===== config.mk =====
export PLATFORM = sky130hd
export DESIGN_NAME = scalar_reg_bank_flat
export DESIGN_NICKNAME = d
export VERILOG_FILES = /design/src/rtl/scalar_reg_bank_pkg.sv /design/src/rtl/scalar_reg_bank_if.sv /design/src/rtl/scalar_reg_bank_scoreboard.sv /design/src/rtl/scalar_reg_bank.sv /design/src/flat_wrapper.sv
export SDC_FILE = /design/constraint.sdc
export NUM_CORES = 1
export LEC_CHECK = 0
export BUFFER_PORTS_ARGS = -buffer_cell sky130_fd_sc_hd__clkbuf_2
export CAP_MARGIN = 30
export CORE_AREA = 2 2 228 230
export DETAILED_ROUTE_END_ITERATION = 8
export DIE_AREA = 0 0 230 232
export MAX_ROUTING_LAYER = met4
export SYNTH_ARGS = -nofsm -noshare
export SYNTH_HDL_FRONTEND = slang
export SYNTH_SLANG_ARGS = --single-unit

===== constraint.sdc =====
create_clock -name clk -period 1.15 [get_ports clk]
set_input_delay 0.0575 -clock clk [delete_from_list [all_inputs] [get_ports clk]]
set_output_delay 0.0575 -clock clk [all_outputs]
set_load 0.02 [all_outputs]

===== src/rtl/scalar_reg_bank_pkg.sv =====
// Shared types and constants for the scalar register bank of the vector ASIP.
// Register 0 is hardwired to zero and addresses 16..31 are unimplemented.
package asip_scalar_pkg;

    localparam int NUM_SREGS = 16;
    localparam int SADDR_W   = 5;
    localparam int SIDX_W    = 4;

    typedef logic [SADDR_W-1:0] sreg_addr_t;
    typedef logic [SIDX_W-1:0]  sreg_idx_t;

    // True only for implemented, writable registers (1..15).
    function automatic logic is_sreg(sreg_addr_t addr);
        return (addr != '0) && (addr < SADDR_W'(NUM_SREGS));
    endfunction

    function automatic sreg_idx_t sreg_idx(sreg_addr_t addr);
        return addr[SIDX_W-1:0];
    endfunction

endpackage


===== src/rtl/scalar_reg_bank_if.sv =====
// Decode/write-back side of the scalar register bank: write-back, issue-time
// reservation, hazard check addresses, and the resulting stall/busy flags.
interface scalar_reg_bank_if #(
    parameter int N = 32
);
    import asip_scalar_pkg::*;

    logic                 we;
    sreg_addr_t           wa;
    logic [N-1:0]         wd;
    logic                 rsv_en;
    sreg_addr_t           rsv_addr;
    sreg_addr_t           chk_a;
    sreg_addr_t           chk_b;
    logic                 stall;
    logic [NUM_SREGS-1:0] busy;

    modport master (
        output we, wa, wd, rsv_en, rsv_addr, chk_a, chk_b,
        input  stall, busy
    );

    modport slave (
        input  we, wa, wd, rsv_en, rsv_addr, chk_a, chk_b,
        output stall, busy
    );

endinterface


===== src/rtl/scalar_reg_bank_scoreboard.sv =====
// Outstanding-write scoreboard: one busy bit per scalar register, set at issue
// and cleared at write-back, plus the RAW/WAW stall to decode.
module scalar_scoreboard
    import asip_scalar_pkg::*;
(
    input  logic                 clk,
    input  logic                 rst,
    input  logic                 we,
    input  sreg_addr_t           wa,
    input  logic                 rsv_en,
    input  sreg_addr_t           rsv_addr,
    input  sreg_addr_t           chk_a,
    input  sreg_addr_t           chk_b,
    output logic                 stall,
    output logic [NUM_SREGS-1:0] busy
);

    logic [NUM_SREGS-1:0] busy_q;
    logic [NUM_SREGS-1:0] busy_d;

    // NOTE: every signal gets a default at the top of always_comb so no path leaves it unassigned (no latch).
    always_comb begin
        busy_d = busy_q;
        if (we && is_sreg(wa)) begin
            busy_d[sreg_idx(wa)] = 1'b0;
        end
        // Applied after the clear so a same-address reserve wins.
        if (rsv_en && is_sreg(rsv_addr)) begin
            busy_d[sreg_idx(rsv_addr)] = 1'b1;
        end
        busy_d[0] = 1'b0;
    end

    // NOTE: sequential state uses non-blocking assignments only.
    always_ff @(posedge clk) begin
        if (rst) begin
            busy_q <= '0;
        end else begin
            busy_q <= busy_d;
        end
    end

    // No write-back bypass: stall sees only the registered busy bits.
    always_comb begin
        stall = 1'b0;
        if (is_sreg(chk_a) && busy_q[sreg_idx(chk_a)]) begin
            stall = 1'b1;
        end
        if (is_sreg(chk_b) && busy_q[sreg_idx(chk_b)]) begin
            stall = 1'b1;
        end
        if (rsv_en && is_sreg(rsv_addr) && busy_q[sreg_idx(rsv_addr)]) begin
            stall = 1'b1;
        end
    end

    assign busy = busy_q;

endmodule


===== src/rtl/scalar_reg_bank.sv =====
// Sixteen N-bit scalar registers presented in parallel as R00..R15, with the
// outstanding-write scoreboard instantiated alongside.
module scalar_reg_bank
    import asip_scalar_pkg::*;
#(
    parameter int N = 32
) (
    input  logic              clk,
    input  logic              rst,
    scalar_reg_bank_if.slave  bus,
    output logic [N-1:0]      R00,
    output logic [N-1:0]      R01,
    output logic [N-1:0]      R02,
    output logic [N-1:0]      R03,
    output logic [N-1:0]      R04,
    output logic [N-1:0]      R05,
    output logic [N-1:0]      R06,
    output logic [N-1:0]      R07,
    output logic [N-1:0]      R08,
    output logic [N-1:0]      R09,
    output logic [N-1:0]      R10,
    output logic [N-1:0]      R11,
    output logic [N-1:0]      R12,
    output logic [N-1:0]      R13,
    output logic [N-1:0]      R14,
    output logic [N-1:0]      R15
);

    logic [N-1:0] regs_q [NUM_SREGS];
    logic [N-1:0] regs_d [NUM_SREGS];

    always_comb begin
        regs_d = regs_q;
        if (bus.we && is_sreg(bus.wa)) begin
            regs_d[sreg_idx(bus.wa)] = bus.wd;
        end
        regs_d[0] = '0;
    end

    // NOTE: the register array is reset because downstream muxes read every entry from the first cycle.
    always_ff @(posedge clk) begin
        if (rst) begin
            regs_q <= '{default: '0};
        end else begin
            regs_q <= regs_d;
        end
    end

    scalar_scoreboard u_scoreboard (
        .clk      (clk),
        .rst      (rst),
        .we       (bus.we),
        .wa       (bus.wa),
        .rsv_en   (bus.rsv_en),
        .rsv_addr (bus.rsv_addr),
        .chk_a    (bus.chk_a),
        .chk_b    (bus.chk_b),
        .stall    (bus.stall),
        .busy     (bus.busy)
    );

    assign R00 = regs_q[0];
    assign R01 = regs_q[1];
    assign R02 = regs_q[2];
    assign R03 = regs_q[3];
    assign R04 = regs_q[4];
    assign R05 = regs_q[5];
    assign R06 = regs_q[6];
    assign R07 = regs_q[7];
    assign R08 = regs_q[8];
    assign R09 = regs_q[9];
    assign R10 = regs_q[10];
    assign R11 = regs_q[11];
    assign R12 = regs_q[12];
    assign R13 = regs_q[13];
    assign R14 = regs_q[14];
    assign R15 = regs_q[15];

endmodule


===== src/flat_wrapper.sv =====
// flat-port wrapper written by rule: the top's interface ports become plain ports
module scalar_reg_bank_flat import asip_scalar_pkg::*;
#(
    parameter int N = 32
)
  (clk, rst, R00, R01, R02, R03, R04, R05, R06, R07, R08, R09, R10, R11, R12, R13, R14, R15, bus_we, bus_wa, bus_wd, bus_rsv_en, bus_rsv_addr, bus_chk_a, bus_chk_b, bus_stall, bus_busy);
  scalar_reg_bank_if #(.N(N)) bus_i ();
  input  logic clk;
  input  logic rst;
  output logic [N-1:0] R00;
  output logic [N-1:0] R01;
  output logic [N-1:0] R02;
  output logic [N-1:0] R03;
  output logic [N-1:0] R04;
  output logic [N-1:0] R05;
  output logic [N-1:0] R06;
  output logic [N-1:0] R07;
  output logic [N-1:0] R08;
  output logic [N-1:0] R09;
  output logic [N-1:0] R10;
  output logic [N-1:0] R11;
  output logic [N-1:0] R12;
  output logic [N-1:0] R13;
  output logic [N-1:0] R14;
  output logic [N-1:0] R15;
  input wire logic [$bits(bus_i.we)-1:0] bus_we;
  input wire logic [$bits(bus_i.wa)-1:0] bus_wa;
  input wire logic [$bits(bus_i.wd)-1:0] bus_wd;
  input wire logic [$bits(bus_i.rsv_en)-1:0] bus_rsv_en;
  input wire logic [$bits(bus_i.rsv_addr)-1:0] bus_rsv_addr;
  input wire logic [$bits(bus_i.chk_a)-1:0] bus_chk_a;
  input wire logic [$bits(bus_i.chk_b)-1:0] bus_chk_b;
  output wire logic [$bits(bus_i.stall)-1:0] bus_stall;
  output wire logic [$bits(bus_i.busy)-1:0] bus_busy;
  assign bus_i.we = bus_we;
  assign bus_i.wa = bus_wa;
  assign bus_i.wd = bus_wd;
  assign bus_i.rsv_en = bus_rsv_en;
  assign bus_i.rsv_addr = bus_rsv_addr;
  assign bus_i.chk_a = bus_chk_a;
  assign bus_i.chk_b = bus_chk_b;
  assign bus_stall = bus_i.stall;
  assign bus_busy = bus_i.busy;
  scalar_reg_bank #(.N(N)) u_core (.clk(clk), .rst(rst), .bus(bus_i), .R00(R00), .R01(R01), .R02(R02), .R03(R03), .R04(R04), .R05(R05), .R06(R06), .R07(R07), .R08(R08), .R09(R09), .R10(R10), .R11(R11), .R12(R12), .R13(R13), .R14(R14), .R15(R15));
endmodule

==> results of run 1 <==
[layout make-up]
cell class / count / area share [%]
Multi-Input combinational cell: 1588 / 23.0
Sequential cell: 495 / 34.4
Inverter: 4 / 0.0490
Timing Repair Buffer: 837 / 34.4
Clock buffer: 70 / 4.89
Antenna cell: 1 / 0.00816
Tap cell: 680 / 2.78
Clock inverter: 14 / 0.498
[metal layers]
metal | share of wire (%) | vias to the layer above | GRT usage (%) | wire length (um)
met5 | 0 | - | - | 0
met4 | 4.9 | 0 | 11.8 | 3800
met3 | 11 | 237 | 8.10 | 8280
met2 | 47 | 1040 | 44.7 | 36400
met1 | 38 | 8934 | 33.0 | 29100
li1 | - | 8665 | - | -
[repair_timing]
action / in CTS / in global routing
pin swaps: 0 / 1
resized for setup: 1469 / 355
hold buffers: 35 / 0
hold endpoints to repair: 466 / 0
buffers inserted: 21 / 81
endpoints found under the setup margin: 496 / 375
[metrics by stage]
| stage | utilization (%) | hold WS [ns] | TNS, ns | cells | total power, mW |
|---|---|---|---|---|---|
| finish | 60.2 | 0.0235 | -1.97 | 3689 | 36.7 |
| global route | 60.2 | 0.0376 | -2.96 | 3689 | 37.6 |
| CTS | 58.2 | 0.00253 | -4.06 | 3609 | 36.6 |
| global placement | 44.2 | 0.440 | -93.76 | 3470 | 19.9 |
| floorplan | - | 0.194 | -0.195 | 2322 | 18.8 |
| detailed placement | 44.2 | 0.445 | -108.89 | 3470 | 19.9 |
[synthesized netlist by cell type, drive strengths merged, types with 5 or more instances]
cell type	number
and2	11
clkbuf	76
nor2	18
a22oi	11
buf	159
nand2	974
and3	5
mux4	6
nand3	6
a21oi	482
dfxtp	495
mux2i	10
[worst max-delay path by stage]
stage / from / end / slack [ns] / cells past startpoint
floorplan: u_core.u_scoreboard.busy[15] / bus_stall / -0.20 / 4
CTS: u_core.u_scoreboard.busy[11] / bus_stall / -1.00 / 5
detailed placement: bus_chk_a[0] / bus_stall / -0.38 / 6
global route: u_core.u_scoreboard.busy[10] / bus_stall / -1.03 / 5
finish: u_core.u_scoreboard.busy[11] / bus_stall / -0.96 / 5
global placement: bus_chk_a[0] / bus_stall / -0.41 / 6
[cells by family (layout without fill, tap and decap cells)]
group | count (synthesis) | after routing | synth area share, %
other | 1 | 34 | 0.0206
AOI/OAI and AO/OA | 508 | 508 | 14.4
muxes | 17 | 17 | 1.35
and+or+nand+nor | 1030 | 1030 | 21.9
buffers and inverters | 239 | 925 | 7.93
DFF | 495 | 495 | 54.4
[tightest hold or removal path, cell delays in order]
cell and delay, ns:
sky130_fd_sc_hd__clkbuf_2 0.31, sky130_fd_sc_hd__nand2_1 0.14, sky130_fd_sc_hd__a21oi_1 0.05
[report_power, final]
part / internal, mW / leakage (nW) / switching, mW / total [mW]
clock: 9.71 / 0.826 / 6.96 / 16.7
sequential: 17.3 / 4.25 / 0.117 / 17.4
combinational: 1.02 / 6.84 / 1.61 / 2.63
total: 28.0 / 11.9 / 8.68 / 36.7
==> flow_summary.yaml, run 1 <==
grt:
  initial_antenna_violation_count: 2
  grt_start_max_net_pins: 67
  gr-total-overflow: 0
  grt_util_all_layers_pct: 28.0
  grt_pass1_wl_um: 111000
  first_global_vias: 18200
routing:
  drc: 0
  post_drt_via_cell_ratio: 5.12
  drt_first_iter_violations: 1466
  route.vias.total: 18900
  detail_route.first_pass.iterations: 8
  drtAntennaViolNets: 0
  drt-total-wl_um: 77500
  wl_per_cell_um: 21.0
place:
  preCtsSetupSlack_ns: -0.379
  gpl.final_weighted_congestion: 0.894
  detailedPlacementHpwl_um: 49000
  io_buffers: 551
  postPlaceCellArea_um2: 22500
sta:
  timing.final.crit_share_pct: 183
  fin_crit_ns: 2.11
  rsz_0062_raised_after_global_routing: "true"
  slew-limit-headroom_pct: 64.9
  maxClockFrequency_mhz: 474
  timing.final.ws_setup_ns: -0.959
  skew_ns: 0
  timing_max_transition_violations_final: 0
  finalSetupViolCount: 16
  transition_at_the_pin_with_the_smallest_max_transition_slack_ns: 0.526
  finalHoldViolations: 0
worst_setup_path:
  critical_path.reg2reg.endpoint: "u_core.u_scoreboard.busy[8]"
  critical-path-max-stage-delay_ns: 0.48
  path_buf_inv: 1
  critPathSlowestCell: "sky130_fd_sc_hd__mux4_2"
  timing.critical_path.cells: "mux4_2, mux2i_1, o32a_1, o2111ai_4, buf_6"
  cp_data_arrival_time_ns: 2.05
  timing.critical_path.max_delay_family: "multiplexers"
  critical_path.reg2reg.startpoint: "u_core.u_scoreboard.busy[8]"
  reg2reg_setup_slack_ns: 0.22
  criticalPathCategory: "reg2out"
  r2r_worst_path_depth: 4
  end_kind: "output port"
  critical_path.max_fanout: 5
  cp-start-kind: "flop"
  cp_data_required_time_ns: 1.09
floorplanning:
  die-width_um: 230
  ioPinCount: 585
  dieArea_um2: 53400
  core_area_um2: 50900
  floorplan.rows: 83
  floorplan.initialDensity_pct: 35.8
  die_h_um: 232
layout:
  multi_input_gate_area_in_the_final_layout_um2: 7040
  nets: 3034
  commonest_non_fill_non_tap_cells_in_the_layout: "sky130_fd_sc_hd__nand2_1, sky130_fd_sc_hd__dfxtp_2, sky130_fd_sc_hd__a21oi_1"
  area_growth_syn_to_layout_pct: 68.2
  seqCellArea_um2: 10600
  post_route_cells_drive_above_1_share_pct: 46.4
  fin_area_um2: 30700
  fillers: 4013
  most_common_cell_after_layout_fill_and_taps_aside: "sky130_fd_sc_hd__nand2_1"
yosys:
  netlist.area_leader.share_pct: 54.4
  yosysUniqueCellTypes: 38
  mappedNetlistArea_um2: 18200
  ys.warnings.count: 0
  synth-seq-area-share_pct: 54.4
  synth_top_flop_cell: "sky130_fd_sc_hd__dfxtp_1"
  synth_top_cells_by_area: "sky130_fd_sc_hd__dfxtp_1, sky130_fd_sc_hd__nand2_1, sky130_fd_sc_hd__a21oi_1"
  synth_largest_area_cell: "sky130_fd_sc_hd__dfxtp_1"
  syn_inst: 2290
  synth.ff_latch_count: 495
  synth_edf_count: 0
  ys_async_sr_fraction_pct: 0
  syn_avg_cell_area_um2: 7.96
hold_path:
  hp-class: "in2reg"
  min_from: "bus_wd[28]"
  min_delay_path_depth: 3
  hold_path_end: "u_core.R15[28]"
status:
  status: "complete, but fails checks"
  violations: "setup timing"
power_and_ir_drop:
  power.ir.vdd_worst_uv: 1110
  pwr_density_cell_nw_per_um2: 1200
  leakagePower_nw: 11.9
clock_network:
  cts_tree: "done"
  clk_transition_reported_paths_ns: 0.06
  clk_path_buf_depth: 3
  cts_num_sinks: 495
  clock_insertion_delay_worst_skew_ns: 0.58
  htree_num_levels: 2
  ctsRootBufferMaster: "sky130_fd_sc_hd__clkbuf_16"
  number_of_buffers_inserted_during_clock_tree_synthesis: 52
flow_run:
  cap_viol_max_count: 0
(Power assumes the default switching activity.)
==> run 2, diff against run 1 <==
--- a/config.mk
+++ b/config.mk
@@ -11,4 +11,5 @@
 export DETAILED_ROUTE_END_ITERATION = 8
 export DIE_AREA = 0 0 230 232
+export GPL_TIMING_DRIVEN = 0
 export MAX_ROUTING_LAYER = met4
 export SYNTH_ARGS = -nofsm -noshare
==> constraint.sdc (replaced) <==
create_clock -name clk -period 1.15 [get_ports clk]
set_input_delay 0.0575 -clock clk [delete_from_list [all_inputs] [get_ports clk]]
set_output_delay 0.0575 -clock clk [all_outputs]
set_load 0.1 [all_outputs]
==> flow_summary.yaml, run 2 (synthesis gave the netlist of run 1 again) <==
status:
  status: "complete, but fails checks"
  violations: "setup timing"
routing:
  met2_wirelength_um: 48400
  detail_route.first_pass.iterations: 6
  drtAntennaViolNets: 0
  drc: 0
  wl_per_cell_um: 25.4
  drt-total-wl_um: 97900
  met3RoutedLength_um: 8970
  post_drt_via_cell_ratio: 5.39
  top_signal_layer_used: "met4"
  route.vias.total: 20800
  drt_first_iter_violations: 1788
  m1WireLength_um: 34200
clock_network:
  htree_num_levels: 2
  cts_tree: "done"
  cts_num_sinks: 495
  number_of_buffers_inserted_during_clock_tree_synthesis: 54
  clk_path_buf_depth: 3
  clock_insertion_delay_worst_skew_ns: 0.60
  ctsRootBufferMaster: "sky130_fd_sc_hd__clkbuf_16"
  clk_transition_reported_paths_ns: 0.06
grt:
  grt_pass1_wl_um: 134000
  grt_start_max_net_pins: 14
  first_global_vias: 20700
  grt_util_all_layers_pct: 34.2
  initial_antenna_violation_count: 3
  gr-total-overflow: 0
worst_setup_path:
  cp_data_arrival_time_ns: 2.32
  end_kind: "output port"
  critical_path.max_fanout: 5
  critical_path.reg2reg.startpoint: "u_core.R07[13]"
  critical_path.reg2reg.endpoint: "u_core.R07[13]"
  criticalPathCategory: "reg2out"
  critical-path-max-stage-delay_ns: 0.51
  timing.critical_path.cells: "mux4_2, mux2i_1, o32a_1, o2111ai_4, clkbuf_16"
  r2r_worst_path_depth: 4
  cp-start-kind: "flop"
  cp_data_required_time_ns: 1.09
  critPathSlowestCell: "sky130_fd_sc_hd__mux4_2"
  timing.critical_path.max_delay_family: "multiplexers"
  path_buf_inv: 1
  reg2reg_setup_slack_ns: 0.20
floorplanning:
  core_area_um2: 50900
  floorplan.initialDensity_pct: 35.8
  die-width_um: 230
  dieArea_um2: 53400
  ioPinCount: 585
  floorplan.rows: 83
  die_h_um: 232
sta:
  timing.final.crit_share_pct: 207
  finalHoldViolations: 0
  maxClockFrequency_mhz: 420
  transition_at_the_pin_with_the_smallest_max_transition_slack_ns: 0.994
  skew_ns: 0
  finalSetupViolCount: 508
  timing.final.ws_setup_ns: -1.23
  fin_crit_ns: 2.38
  timing_max_transition_violations_final: 0
  slew-limit-headroom_pct: 33.8
  rsz_0062_raised_after_global_routing: "true"
power_and_ir_drop:
  leakagePower_nw: 13.9
  totalPowerFinal_mw: 40.0
  pwr_density_cell_nw_per_um2: 1100
  power.ir.vdd_worst_uv: 1300
layout:
  fillers: 3126
  nets: 3182
  post_route_cells_drive_above_1_share_pct: 47.3
  area_growth_syn_to_layout_pct: 98.5
  multi_input_gate_area_in_the_final_layout_um2: 7070
  postLayoutCoreUtil_pct: 71.1
  finish.cell_count_without_fillers: 3851
  most_common_cell_after_layout_fill_and_taps_aside: "sky130_fd_sc_hd__nand2_1"
  commonest_non_fill_non_tap_cells_in_the_layout: "sky130_fd_sc_hd__nand2_1, sky130_fd_sc_hd__clkbuf_16, sky130_fd_sc_hd__a21oi_1"
  seqCellArea_um2: 10600
hold_path:
  min_delay_path_depth: 3
  min_from: "bus_rsv_addr[2]"
  hold_path_end: "u_core.u_scoreboard.busy[12]"
  hp-class: "in2reg"
place:
  io_buffers: 543
  detailedPlacementHpwl_um: 57700
  dp.cells: 3546
  gpl.final_weighted_congestion: 0.879
flow_run:
  cap_viol_max_count: 0
==> run 2: cell types whose count changed in the layout (fill, tap and decap cells not counted), sizes merged <==
| cell | delta |
|---|---|
| clkbuf | +414 |
| buf | -257 |
| bufinv | +2 |
| diode | +2 |
| clkinvlp | +1 |
==> run 2: final cells by class <==
class	count	area share (%)
timing repair buffer	748	39.4
multi-input combinational	1588	19.5
inverter	4	0.0415
clock inverter	17	0.608
sequential	495	29.4
antenna	3	0.0207
buffer	235	4.03
clock buffer	81	4.58
tap	680	2.35
==> run 2: tightest hold or removal path, stage by stage <==
cell and delay, ns:
sky130_fd_sc_hd__clkbuf_1 0.22, sky130_fd_sc_hd__a32oi_1 0.26, sky130_fd_sc_hd__nor2_1 0.05
==> run 2: worst max-delay path by stage <==
stage,startpoint,slack (ns),cells after the start,to
global placement,rst,-1.15,4,u_core.R03[19]
CTS,u_core.u_scoreboard.busy[10],-1.17,5,bus_stall
finish,u_core.u_scoreboard.busy[10],-1.23,5,bus_stall
global route,u_core.u_scoreboard.busy[11],-1.30,5,bus_stall
floorplan,u_core.u_scoreboard.busy[9],-0.57,4,bus_stall
detailed placement,rst,-0.93,4,u_core.R11[28]
==> run 2: layer usage <==
metal / vias up / global-route usage (%)
li1: 9000 / -
met1: 10100 / 35.3
met2: 1267 / 59.6
met3: 409 / 9.90
met4: 0 / 16.7
met5: - / -
==> run 2: repair_timing <==
item,in CTS,in global routing
hold endpoints to repair,163,0
endpoints found under the setup margin,858,731
hold buffers,35,0
setup buffers,47,122
gates resized for setup,1512,54
==> run 2: where the power goes <==
part	leakage [nW]	switching (mW)	internal, mW
Combinational	8.75	2.91	1.14
Sequential	4.26	0.147	17.2
Clock	0.929	7.56	11.1
==> run 2: per-stage QoR <==
stage,setup WS [ns],hold WS [ns],area (um2),setup TNS [ns]
after global placement,-1.15,0.371,22600,-356.34
after CTS,-1.17,0.00343,35100,-42.05
after detailed placement,-0.928,0.386,22600,-329.09
final,-1.23,0.0356,36200,-33.93
after floorplan,-0.566,0.186,19000,-0.566
after global routing,-1.30,0.0619,36200,-45.50
